$ cat src/rtl/bcd_pkg.sv
// Shared BCD types, digit limits and the one-hot helper used by the
// counter/scanner block and its decade cells.
package bcd_pkg;

    typedef logic [3:0] bcd_t;

    localparam bcd_t BCD_MAX    = 4'd9;
    localparam bcd_t BCD_MIN    = 4'd0;
    localparam int   MAX_DIGITS = 8;

    // Bit idx set when it falls inside width; all zero otherwise.
    function automatic logic [MAX_DIGITS-1:0] onehot(input int idx, input int width);
        logic [MAX_DIGITS-1:0] r;
        r = '0;
        for (int i = 0; i < MAX_DIGITS; i++) begin
            if (i == idx && i < width) begin
                r[i] = 1'b1;
            end
        end
        return r;
    endfunction

endpackage

$ cat src/rtl/bcd_digit.sv
// One decade cell: holds a BCD digit, steps up or down when step_in is high
// and raises a combinational carry/borrow when it rolls over.
module bcd_digit
    import bcd_pkg::*;
(
    input  logic clk,
    input  logic rst,
    input  logic clr,
    input  logic step_in,
    input  logic up,
    output bcd_t digit,
    output logic step_out
);

    bcd_t digit_q;
    bcd_t digit_d;
    logic at_edge;

    // Illegal nibbles behave like 9 going up and like 0 going down.
    always_comb begin
        at_edge = up ? (digit_q >= BCD_MAX)
                     : ((digit_q == BCD_MIN) || (digit_q > BCD_MAX));
        step_out = step_in & at_edge;
        digit_d  = digit_q;
        if (clr) begin
            digit_d = BCD_MIN;
        end else if (step_in) begin
            if (up) begin
                digit_d = at_edge ? BCD_MIN : digit_q + 4'd1;
            end else begin
                digit_d = at_edge ? BCD_MAX : digit_q - 4'd1;
            end
        end
    end

    always_ff @(posedge clk) begin
        if (rst) begin
            digit_q <= BCD_MIN;
        end else begin
            digit_q <= digit_d;
        end
    end

    assign digit = digit_q;

endmodule

$ cat src/rtl/bcd_counter_scan.sv
// Multi-digit BCD up/down counter with a prescaled digit scanner that feeds
// one nibble plus a one-hot select to a seven-segment decoder.
module bcd_counter_scan
    import bcd_pkg::*;
#(
    parameter int DIGITS   = 4,
    parameter int SCAN_DIV = 1000
) (
    input  logic                  clk,
    input  logic                  rst,
    input  logic                  clr,
    input  logic                  en,
    input  logic                  up,
    output logic [4*DIGITS-1:0]   value,
    output logic                  wrap,
    output bcd_t                  bcd,
    output logic [DIGITS-1:0]     an
);

    localparam int PW = (SCAN_DIV > 1) ? $clog2(SCAN_DIV) : 1;
    localparam int IW = (DIGITS > 1) ? $clog2(DIGITS) : 1;

    logic [DIGITS:0] step;
    assign step[0] = en;

    // Carry/borrow ripples through the chain so a full step lands in one edge.
    generate
        for (genvar gi = 0; gi < DIGITS; gi++) begin : g_digit
            bcd_digit u_digit (
                .clk      (clk),
                .rst      (rst),
                .clr      (clr),
                .step_in  (step[gi]),
                .up       (up),
                .digit    (value[4*gi +: 4]),
                .step_out (step[gi+1])
            );
        end
    endgenerate

    logic                  wrap_q, wrap_d;
    logic [PW-1:0]         presc_q, presc_d;
    logic [IW-1:0]         idx_q, idx_d;
    bcd_t                  bcd_q, bcd_d;
    logic [DIGITS-1:0]     an_q, an_d;
    logic [MAX_DIGITS-1:0] sel_oh;
    logic                  presc_tc;

    always_comb begin
        wrap_d   = ~clr & step[DIGITS];
        presc_tc = (presc_q == PW'(SCAN_DIV - 1));
        presc_d  = presc_tc ? '0 : presc_q + PW'(1);
        idx_d    = idx_q;
        if (presc_tc) begin
            idx_d = (idx_q == IW'(DIGITS - 1)) ? '0 : idx_q + IW'(1);
        end
        // bcd and an both follow idx_q so they always describe the same digit.
        bcd_d = BCD_MIN;
        for (int i = 0; i < DIGITS; i++) begin
            if (int'(idx_q) == i) begin
                bcd_d = value[4*i +: 4];
            end
        end
        sel_oh = onehot(int'(idx_q), DIGITS);
        an_d   = sel_oh[DIGITS-1:0];
    end

    always_ff @(posedge clk) begin
        if (rst) begin
            wrap_q  <= 1'b0;
            presc_q <= '0;
            idx_q   <= '0;
            bcd_q   <= BCD_MIN;
            an_q    <= DIGITS'(1);
        end else begin
            wrap_q  <= wrap_d;
            presc_q <= presc_d;
            idx_q   <= idx_d;
            bcd_q   <= bcd_d;
            an_q    <= an_d;
        end
    end

    assign wrap = wrap_q;
    assign bcd  = bcd_q;
    assign an   = an_q;

endmodule

$ cat config.mk
export PLATFORM = sky130hd
export DESIGN_NAME = bcd_counter_scan
export DESIGN_NICKNAME = d
export VERILOG_FILES = /design/src/rtl/bcd_pkg.sv /design/src/rtl/bcd_digit.sv /design/src/rtl/bcd_counter_scan.sv
export SDC_FILE = /design/constraint.sdc
export NUM_CORES = 1
export LEC_CHECK = 0
export ABC_CLOCK_PERIOD_IN_PS = 2500
export CAP_MARGIN = 20
export CORE_MARGIN = 4
export CORE_UTILIZATION = 31
export DETAILED_ROUTE_END_ITERATION = 7
export PLACE_DENSITY = 0.53
export SYNTH_ARGS = -nofsm -noshare
export SYNTH_HDL_FRONTEND = slang
export SYNTH_SLANG_ARGS = --single-unit
export TNS_END_PERCENT = 20
$ cat constraint.sdc
create_clock -name clk -period 2.5 [get_ports clk]
set_input_delay 0.5 -clock clk [delete_from_list [all_inputs] [get_ports clk]]
set_output_delay 0.5 -clock clk [all_outputs]
set_load 0.005 [all_outputs]
==> flow_metrics.tcl <==
set metrics [dict create \
    status "completed" \
    instances_no_fill 410 \
    synth.distinct_cells 50 \
    place_area_um2 2720 \
    fin_nets 336 \
    post-cts-setup-buffers 0 \
    gp_congestion 0.768 \
    reg2reg_to "g_digit[3].u_digit.digit[2]$_SDFFE_PP0P_" \
    yosysSeqAreaShare 0.333 \
    drt.antenna.violating_nets 0 \
    postLayoutCellArea_um2 2840 \
    synth_edf_count 0 \
    grt_pass1_wl_mm 8.96 \
    most-common-layout-cells "37 x dfxtp_1, 29 x nand2_1, 29 x clkdlybuf4s50_1" \
    grt_pass1_vias 1833 \
    cap_violations 0 \
    routed-via-count 1992 \
    io_pins 30 \
    clock_skew_ps 5.04 \
    endpoint "g_digit[3].u_digit.digit[2]$_SDFFE_PP0P_" \
    wl_mm 5.32 \
    relSlewSlack 0.759 \
    cp.required_ps 2720 \
    hold_path_class "reg -> reg" \
    cts_made_buffers 5 \
    synth_seq_cells 37 \
    insertion_delay_ps 290 \
    clkTransAtPathRegs_ps 70 \
    p_per_area_nw_per_um2 453 \
    post_drt_wl_per_cell_um 13.0 \
    hpwl_mm 3.92 \
    syn_inst 274 \
    max_clock_freq_mhz 411 \
    die_h_um 92.8 \
    setup.worst_path.start "up" \
    dp.cells 403 \
    drtIter0Drc 118 \
    worst_pin_slew_ps 361 \
    die-area_um2 8600 \
    hold_ws_ps 442 \
    row_count 30 \
    ir_drop_uv 198 \
    pre_cts_slack_ps -200 \
    post-route-period-util 0.974 \
    min_from "presc_q[0]$_SDFF_PP0_" \
    cts_buffer_depth 2 \
    leakagePower_nw 1.06 \
    core_area_um2 6870 \
    critPathArrivalTime_ps 2660 \
    fin_setup_tns_ps 0 \
    clkSinkCount 37 \
    r2r_slack_ps 160 \
    io_buffers 29 \
    p_total_mw 1.29 \
    syn-cell-area_um2 2230 \
    ys.flop_type "dfxtp_1" \
    die_x_um 92.8 \
    grt_remaining_overflow 0 \
    final.setup.worst_slack_ps 64.1 \
    cts_hold_buf 0 \
    r2r_cells 7 \
    area_growth_pct 27.5 \
    min_period_ps 2440 \
    root_buffer "clkbuf_8" \
    start_kind "input pin" \
    final_common_cell "dfxtp_1" \
    final_core_util 0.413 \
    start_util 0.324 \
    routed_via_density 4.86 \
    yosysWarnings 0 \
    antenna_found_initial 0 \
    slew_viol_final 0 \
    crit-reg2reg-launch "g_digit[0].u_digit.digit[0]$_SDFFE_PP0P_" \
    path_class "in -> reg" \
    whs_path_depth 1 \
    grt_start_max_net_pins 17 \
    cts_tree "built" \
    drive_gt1_frac 0.127 \
    async_flop_share 0 \
    antenna_cells 0 \
    firstDrtPassIters 4 \
    hold_violations 0 \
    cp_max_fo 10 \
    remaining_drc_errors 0 \
    avgSynthCellArea_um2 8.13 \
    htree_levels 2 \
    setup_viol 0 \
    end_kind "flop" \
    synth.net_count 296 \
    grt.total_usage 0.129 \
]
==> area by class of cell <==
class	instances	area (µm²)
clock buffers	5	68.8
clock inverters	2	35.0
fillers	698	4030
inverters	16	60.1
multi-input cells	204	1370
flip-flops and latches	37	741
well taps	96	120
repair buffers	50	448
==> sequential cells by signal, indices dropped and copies added, names as in the netlist <==
signal / cells
g_digit.u_digit.digit: 16
presc_q: 10
an: 4
bcd: 4
idx_q: 2
wrap: 1
==> power breakdown <==
group | internal (mW) | switching [mW]
sequential | 0.600 | 0.0122
combinational | 0.0859 | 0.0894
clock | 0.290 | 0.208
==> Yosys cell counts, types with 2 or more instances <==
master | instances | share of area
dfxtp_1 | 37 | 0.33
nand2_1 | 29 | 0.049
nor2_1 | 26 | 0.044
a21oi_1 | 17 | 0.038
ha_1 | 17 | 0.096
inv_1 | 16 | 0.027
o21ai_0 | 13 | 0.029
nand3_1 | 11 | 0.025
clkbuf_1 | 10 | 0.017
xnor2_1 | 8 | 0.031
nor3_1 | 7 | 0.016
mux2i_1 | 5 | 0.022
nor2b_1 | 5 | 0.014
xor2_1 | 5 | 0.020
a211oi_1 | 4 | 0.013
a31oi_1 | 4 | 0.011
nor3b_1 | 4 | 0.013
or4_1 | 4 | 0.013
a211o_1 | 3 | 0.012
a21o_1 | 3 | 0.010
buf_1 | 3 | 0.0051
nand2b_1 | 3 | 0.0084
or2_2 | 3 | 0.0084
or3b_2 | 3 | 0.012
a311o_1 | 2 | 0.0090
and3b_1 | 2 | 0.0079
buf_2 | 2 | 0.0045
nand4_1 | 2 | 0.0056
nor4b_2 | 2 | 0.013
o211ai_1 | 2 | 0.0067
o41ai_1 | 2 | 0.0079
or3_1 | 2 | 0.0056
==> routing by layer <==
layer	global-route usage	routed length, µm	vias to the layer above
met5	0	0	-
met4	0.0513	106	0
met3	0.0325	215	11
met2	0.199	2370	34
met1	0.172	2630	910
li1	-	-	1037
==> worst min path at each step <==
stage | end | slack, ps
after floorplan | presc_q[0]$_SDFF_PP0_ | 410
after global placement | presc_q[0]$_SDFF_PP0_ | 430
after detailed placement | presc_q[0]$_SDFF_PP0_ | 430
after CTS | presc_q[0]$_SDFF_PP0_ | 450
after global routing | presc_q[0]$_SDFF_PP0_ | 480
final | presc_q[0]$_SDFF_PP0_ | 440
==> worst max-delay path, stage by stage <==
cell and delay, ps:
clkdlybuf4s50_1 400, buf_4 180, nor4b_2 220, a211oi_1 90
or4b_1 580, or4_1 520, a21oi_1 150
==> cells by family after synthesis <==
logic type	Yosys count	synth area share
xor gates and xnor gates	13	0.0511
AOI/OAI and AO/OA	58	0.171
adders and majority gates	17	0.0955
DFF	37	0.333
buffers and inverters	33	0.0607
and+or+nand+nor	110	0.261
muxes	6	0.0275
==> timing repair <==
| item | in CTS | in global routing |
|---|---|---|
| gates resized for setup | 0 | 2 |
| endpoints found under the hold margin | 0 | 0 |
| endpoints found under the setup margin | 0 | 2 |
Note: power is estimated with default switching activity, not from simulation.
==> RTL edit 1, RTL diff (same settings) <==
Add an input register stage for `clr`, `en` and `up`, cleared by the reset; this delays them by one clock.
--- a/src/rtl/bcd_counter_scan.sv
+++ b/src/rtl/bcd_counter_scan.sv
@@ -22,4 +22,20 @@
 
+    logic clr_q;
+    logic en_q;
+    logic up_q;
+
+    always_ff @(posedge clk) begin
+        if (rst) begin
+            clr_q <= '0;
+            en_q  <= '0;
+            up_q  <= '0;
+        end else begin
+            clr_q <= clr;
+            en_q  <= en;
+            up_q  <= up;
+        end
+    end
+
     logic [DIGITS:0] step;
-    assign step[0] = en;
+    assign step[0] = en_q;
 
@@ -31,5 +47,5 @@
                 .rst      (rst),
-                .clr      (clr),
+                .clr      (clr_q),
                 .step_in  (step[gi]),
-                .up       (up),
+                .up       (up_q),
                 .digit    (value[4*gi +: 4]),
@@ -49,3 +65,3 @@
     always_comb begin
-        wrap_d   = ~clr & step[DIGITS];
+        wrap_d   = ~clr_q & step[DIGITS];
         presc_tc = (presc_q == PW'(SCAN_DIV - 1));
Function: changed (a bounded check fails within 4 cycles, from zero or initial values and one cycle with rst high).
==> RTL edit 1 against the unedited design <==
Sequential cell count increased by 3. Critical path depth unchanged. Worst setup slack improved by 0.20 ns. Count of clock-buffer cells in the layout unchanged. Highest routed layer unchanged. Routed wire length increased by 1.0%. Total power increased by 15%. Die area increased by 5.0%. Final area increased by 2.7%. Synthesized area increased by 5.5%. Via count increased by 3.2%. Hold slack improved by 0.0017 ns.
==> RTL edit 1: results (changes against the unedited design) <==
status=completed; R2R Path Start=g_digit[0].u_digit.digit[1]; Inst Count DP=408 (+1.2%); Synth Net Count=304 (+2.7%); register area share after synthesis=0.341 (+0.00820); largest net degree at the start of global routing=15 (-2); fin cells=416 (+1.5%); Post-Synth XOR/XNOR Area=0.0447 (-0.00640); Mapped Avg Cell Area=8.33 um2 (+2.5%); vias in the first global route=1901 (+3.7%); met2 WL=2310 um (-2.4%); met1 wire length=2730 um (+4.0%); hpwl dp=3980 um (+1.5%); CP max FO=9 (-1); share of layout cells above drive strength 1=0.101 (-0.0264); via count=2055 (+3.2%); DRT iter0 DRCs=53 (-55%); compound-gate portion of the synthesized area=0.183 (+0.0113); Routability Congestion=0.841 (+9.5%); worst endpoint data arrival time=2.46 ns (-0.20 ns); mux share of post-synthesis cell area=0.0389 (+0.0113); Post-Route Skew=0.00472 ns (-0.000319 ns); first-pass GRT wire length=9110 um (+1.8%); Final Util=0.400 (-0.0133); met3 WL=255 um (+19%); Total GRT Usage=0.128 (-0.00155); Area contributors post-synth=dfxtp_1 34%, ha_1 9.1%, a21oi_1 4.9%; Commonest cells post-synth=40 x dfxtp_1, 25 x nor2_1, 24 x nand2_1, 23 x a21oi_1, 17 x ha_1; dpl ws=0.250 ns (+0.451 ns)
==> RTL edit 1: cell types whose count changed after synthesis, sizes merged, moves of 3 or more <==
cell    change
a211oi      -4
a21o        -3
a21oi       +6
and3        +3
buf         -3
dfxtp       +3
mux2i       +3
nand2       -5
nand3       -4
nor3b       -3
o22ai       +3
==> RTL edit 1: power by group <==
part           leakage (nW)  switching [mW]  internal (mW)  total [mW]
sequential            0.325          0.0290          0.656       0.685
combinational         0.695           0.127          0.122       0.250
clock                0.0583           0.239          0.301       0.540
total                  1.08           0.395           1.08        1.47
==> RTL edit 1: area by class of cell <==
cell class	instances	area, um2
multi-input cells	210	1420
flip-flops and latches	40	801
fillers	747	4380
inverters	16	60.1
clock buffers	5	68.8
clock inverters	3	47.5
repair buffers	43	395
well taps	99	124
==> RTL edit 1: routing by layer <==
metal	vias to the layer above	global-route usage
li1	1060	-
met1	933	0.177
met2	54	0.200
met3	8	0.0284
met4	0	0.0325
met5	-	0
==> RTL edit 1: worst max-delay path by stage <==
stage	end	from	slack, ns
final	g_digit[3].u_digit.digit[2]	g_digit[0].u_digit.digit[1]	0.26
after global placement	g_digit[3].u_digit.digit[2]	g_digit[0].u_digit.digit[1]	0.33
after detailed placement	g_digit[3].u_digit.digit[2]	g_digit[0].u_digit.digit[1]	0.25
after floorplan	g_digit[3].u_digit.digit[2]	g_digit[0].u_digit.digit[0]	0.24
after CTS	g_digit[3].u_digit.digit[2]	g_digit[0].u_digit.digit[1]	0.25
after global routing	g_digit[3].u_digit.digit[2]	g_digit[0].u_digit.digit[0]	0.12
==> RTL edit 1: worst max-delay path, cell delays in order, from the launching register on <==
cell,delay (ns)
dfxtp_1,0.36
inv_1,0.12
ha_1,0.18
or4b_4,0.48
o221ai_4,0.13
nand4_4,0.21
or4_1,0.53
o22ai_1,0.16
==> RTL edit 2, RTL diff (config.mk and constraints unchanged) <==
Made on the original files. `DIGITS`: 4 -> 8.
--- a/src/rtl/bcd_counter_scan.sv
+++ b/src/rtl/bcd_counter_scan.sv
@@ -5,3 +5,3 @@
 #(
-    parameter int DIGITS   = 4,
+    parameter int DIGITS   = 8,
     parameter int SCAN_DIV = 1000
Interface: changed (resized an and value); port bits go from 30 to 50. No check against the original RTL was run, so the function may have changed too.
==> RTL edit 2 against the unedited design <==
Combinational power grew 71%. Routed wire length grew 140%. First-iteration DRC count grew to 2.8 times the old value. Total power grew 100%. Synthesized cell count grew 83%. Hold slack gained 0.0050 ns. Final area grew 91%. Critical endpoint is now g_digit[6].u_digit.digit[3]. Clock power grew to 2.8 times the old value. Synthesized area grew 88%. Sequential cell count grew 21. Worst setup slack gained 0.097 ns.
==> RTL edit 2: results (changes against the unedited design) <==
Commonest cells post-synth=58 x dfxtp_1, 45 x a21oi_1, 34 x ha_1, 34 x inv_1, 34 x nor2_1; vias in the first global route=4135 (+130%); worst endpoint data arrival time=2.61 ns (-0.05 ns); dpl ws=0.0527 ns (+0.253 ns); Area contributors post-synth=dfxtp_1 28%, ha_1 10%, a21oi_1 5.4%; Routability Congestion=0.906 (+18%); status=completed; Clk pin slew, worst setup/hold paths=0.05 ns (-0.02 ns); worst-skew pair later-pin latency=0.34 ns (+0.05 ns); Root Buffer=clkbuf_16; Lkg Pwr=2.01 nW (+89%); Cell variety after synth=68 (+36%); port buffer count=49 (+69%); Final nets=613 (+82%); Post-Route Skew=0.00523 ns (+0.000192 ns); DP Area=0.00510 mm2 (+88%); fin cells=754 (+84%); Synth Net Count=541 (+83%); share of layout cells above drive strength 1=0.156 (+0.0283); first-pass GRT wire length=21100 um (+140%); DR vias/cell=5.38 (+11%); post-synthesis cell count=502 (+83%); Slew @ Worst Pin=0.621 ns (+0.260 ns); DRT iter0 DRCs=326 (+180%); CP max FO=13 (+3); 1st-pass router iterations=5 (+1); Routed WL=12600 um (+140%); H-tree levels=3 (+1); critical-path cell with the highest stage delay=or4_1; r2r endpoint=g_digit[6].u_digit.digit[3]; CTS Buf Count=9 (+4); hpwl dp=9540 um (+140%); Inst Count DP=739 (+83%); register area share after synthesis=0.277 (-0.0560); Largest register FFs=32 (+16)
RTL edit 2: cell count changes in the layout (fill, tap and decap cells not counted), sizes merged, moves of 8 or more:
cell           unedited run  this run
a21oi                    17        45
buf                      21        47
clkdlybuf4s50            29        48
dfxtp                    37        58
ha                       17        34
inv                      16        34
nand4                     2        15
nor2                     26        34
o21ai                    13        24
RTL edit 2: how the worst max path moves through the flow:
| stage | startpoint | endpoint | slack [ns] | depth (start not counted) |
|---|---|---|---|---|
| final | g_digit[1].u_digit.digit[1] | g_digit[6].u_digit.digit[3] | 0.16 | 7 |
| after global routing | g_digit[1].u_digit.digit[1] | g_digit[6].u_digit.digit[1] | -0.01 | 7 |
| after CTS | g_digit[0].u_digit.digit[0] | g_digit[5].u_digit.digit[2] | 0.09 | 8 |
| after detailed placement | up | g_digit[7].u_digit.digit[2] | 0.05 | 7 |
| after global placement | up | g_digit[5].u_digit.digit[0] | 0.09 | 7 |
| after floorplan | g_digit[0].u_digit.digit[0] | g_digit[3].u_digit.digit[2] | 0.17 | 8 |
RTL edit 2: cell families after synthesis:
logic type | count (synthesis) | share of synthesized area
flip-flops | 58 | 0.277
AND/OR/NAND/NOR | 161 | 0.235
multiplexers | 11 | 0.0262
buffers and inverters | 68 | 0.0680
adder cells (fa/ha/maj) | 34 | 0.101
XOR/XNOR | 16 | 0.0334
AO/OA/AOI/OAI | 154 | 0.259
RTL edit 2: what timing repair did:
| item | in CTS | in global routing |
|---|---|---|
| hold buffers | 0 | 0 |
| gates resized for setup | 0 | 2 |
| buffers inserted | 0 | 0 |
| setup endpoints to repair | 0 | 11 |
RTL edit 2: routing by layer:
layer,global-route usage,up-vias,part of all wire,routed length (um)
met5,0,-,0,0
met4,0.0716,0,0.025,316
met3,0.0339,26,0.046,575
met2,0.273,107,0.48,6090
met1,0.208,1914,0.45,5660
li1,-,2013,-,-
RTL edit 2: layout make-up:
type	count	area [um2]
multi-input cells	376	2750
inverters	34	128
fillers	1388	7810
repair buffers	95	843
clock buffers	11	253
well taps	176	220
flip-flops and latches	58	1160
clock inverters	4	75.1
RTL edit 2: where the power goes:
group | internal [mW] | switching [mW]
Combinational | 0.129 | 0.172
Sequential | 0.937 | 0.0102
Clock | 0.920 | 0.449
Total | 1.99 | 0.630
RTL edit 2: per-stage QoR:
step / hold slack, ns / power [mW]
after detailed placement: 0.441 / 1.26
after global routing: 0.465 / 2.71
final: 0.447 / 2.62
after floorplan: 0.413 / 1.15
after CTS: 0.448 / 2.64
after global placement: 0.430 / 1.26
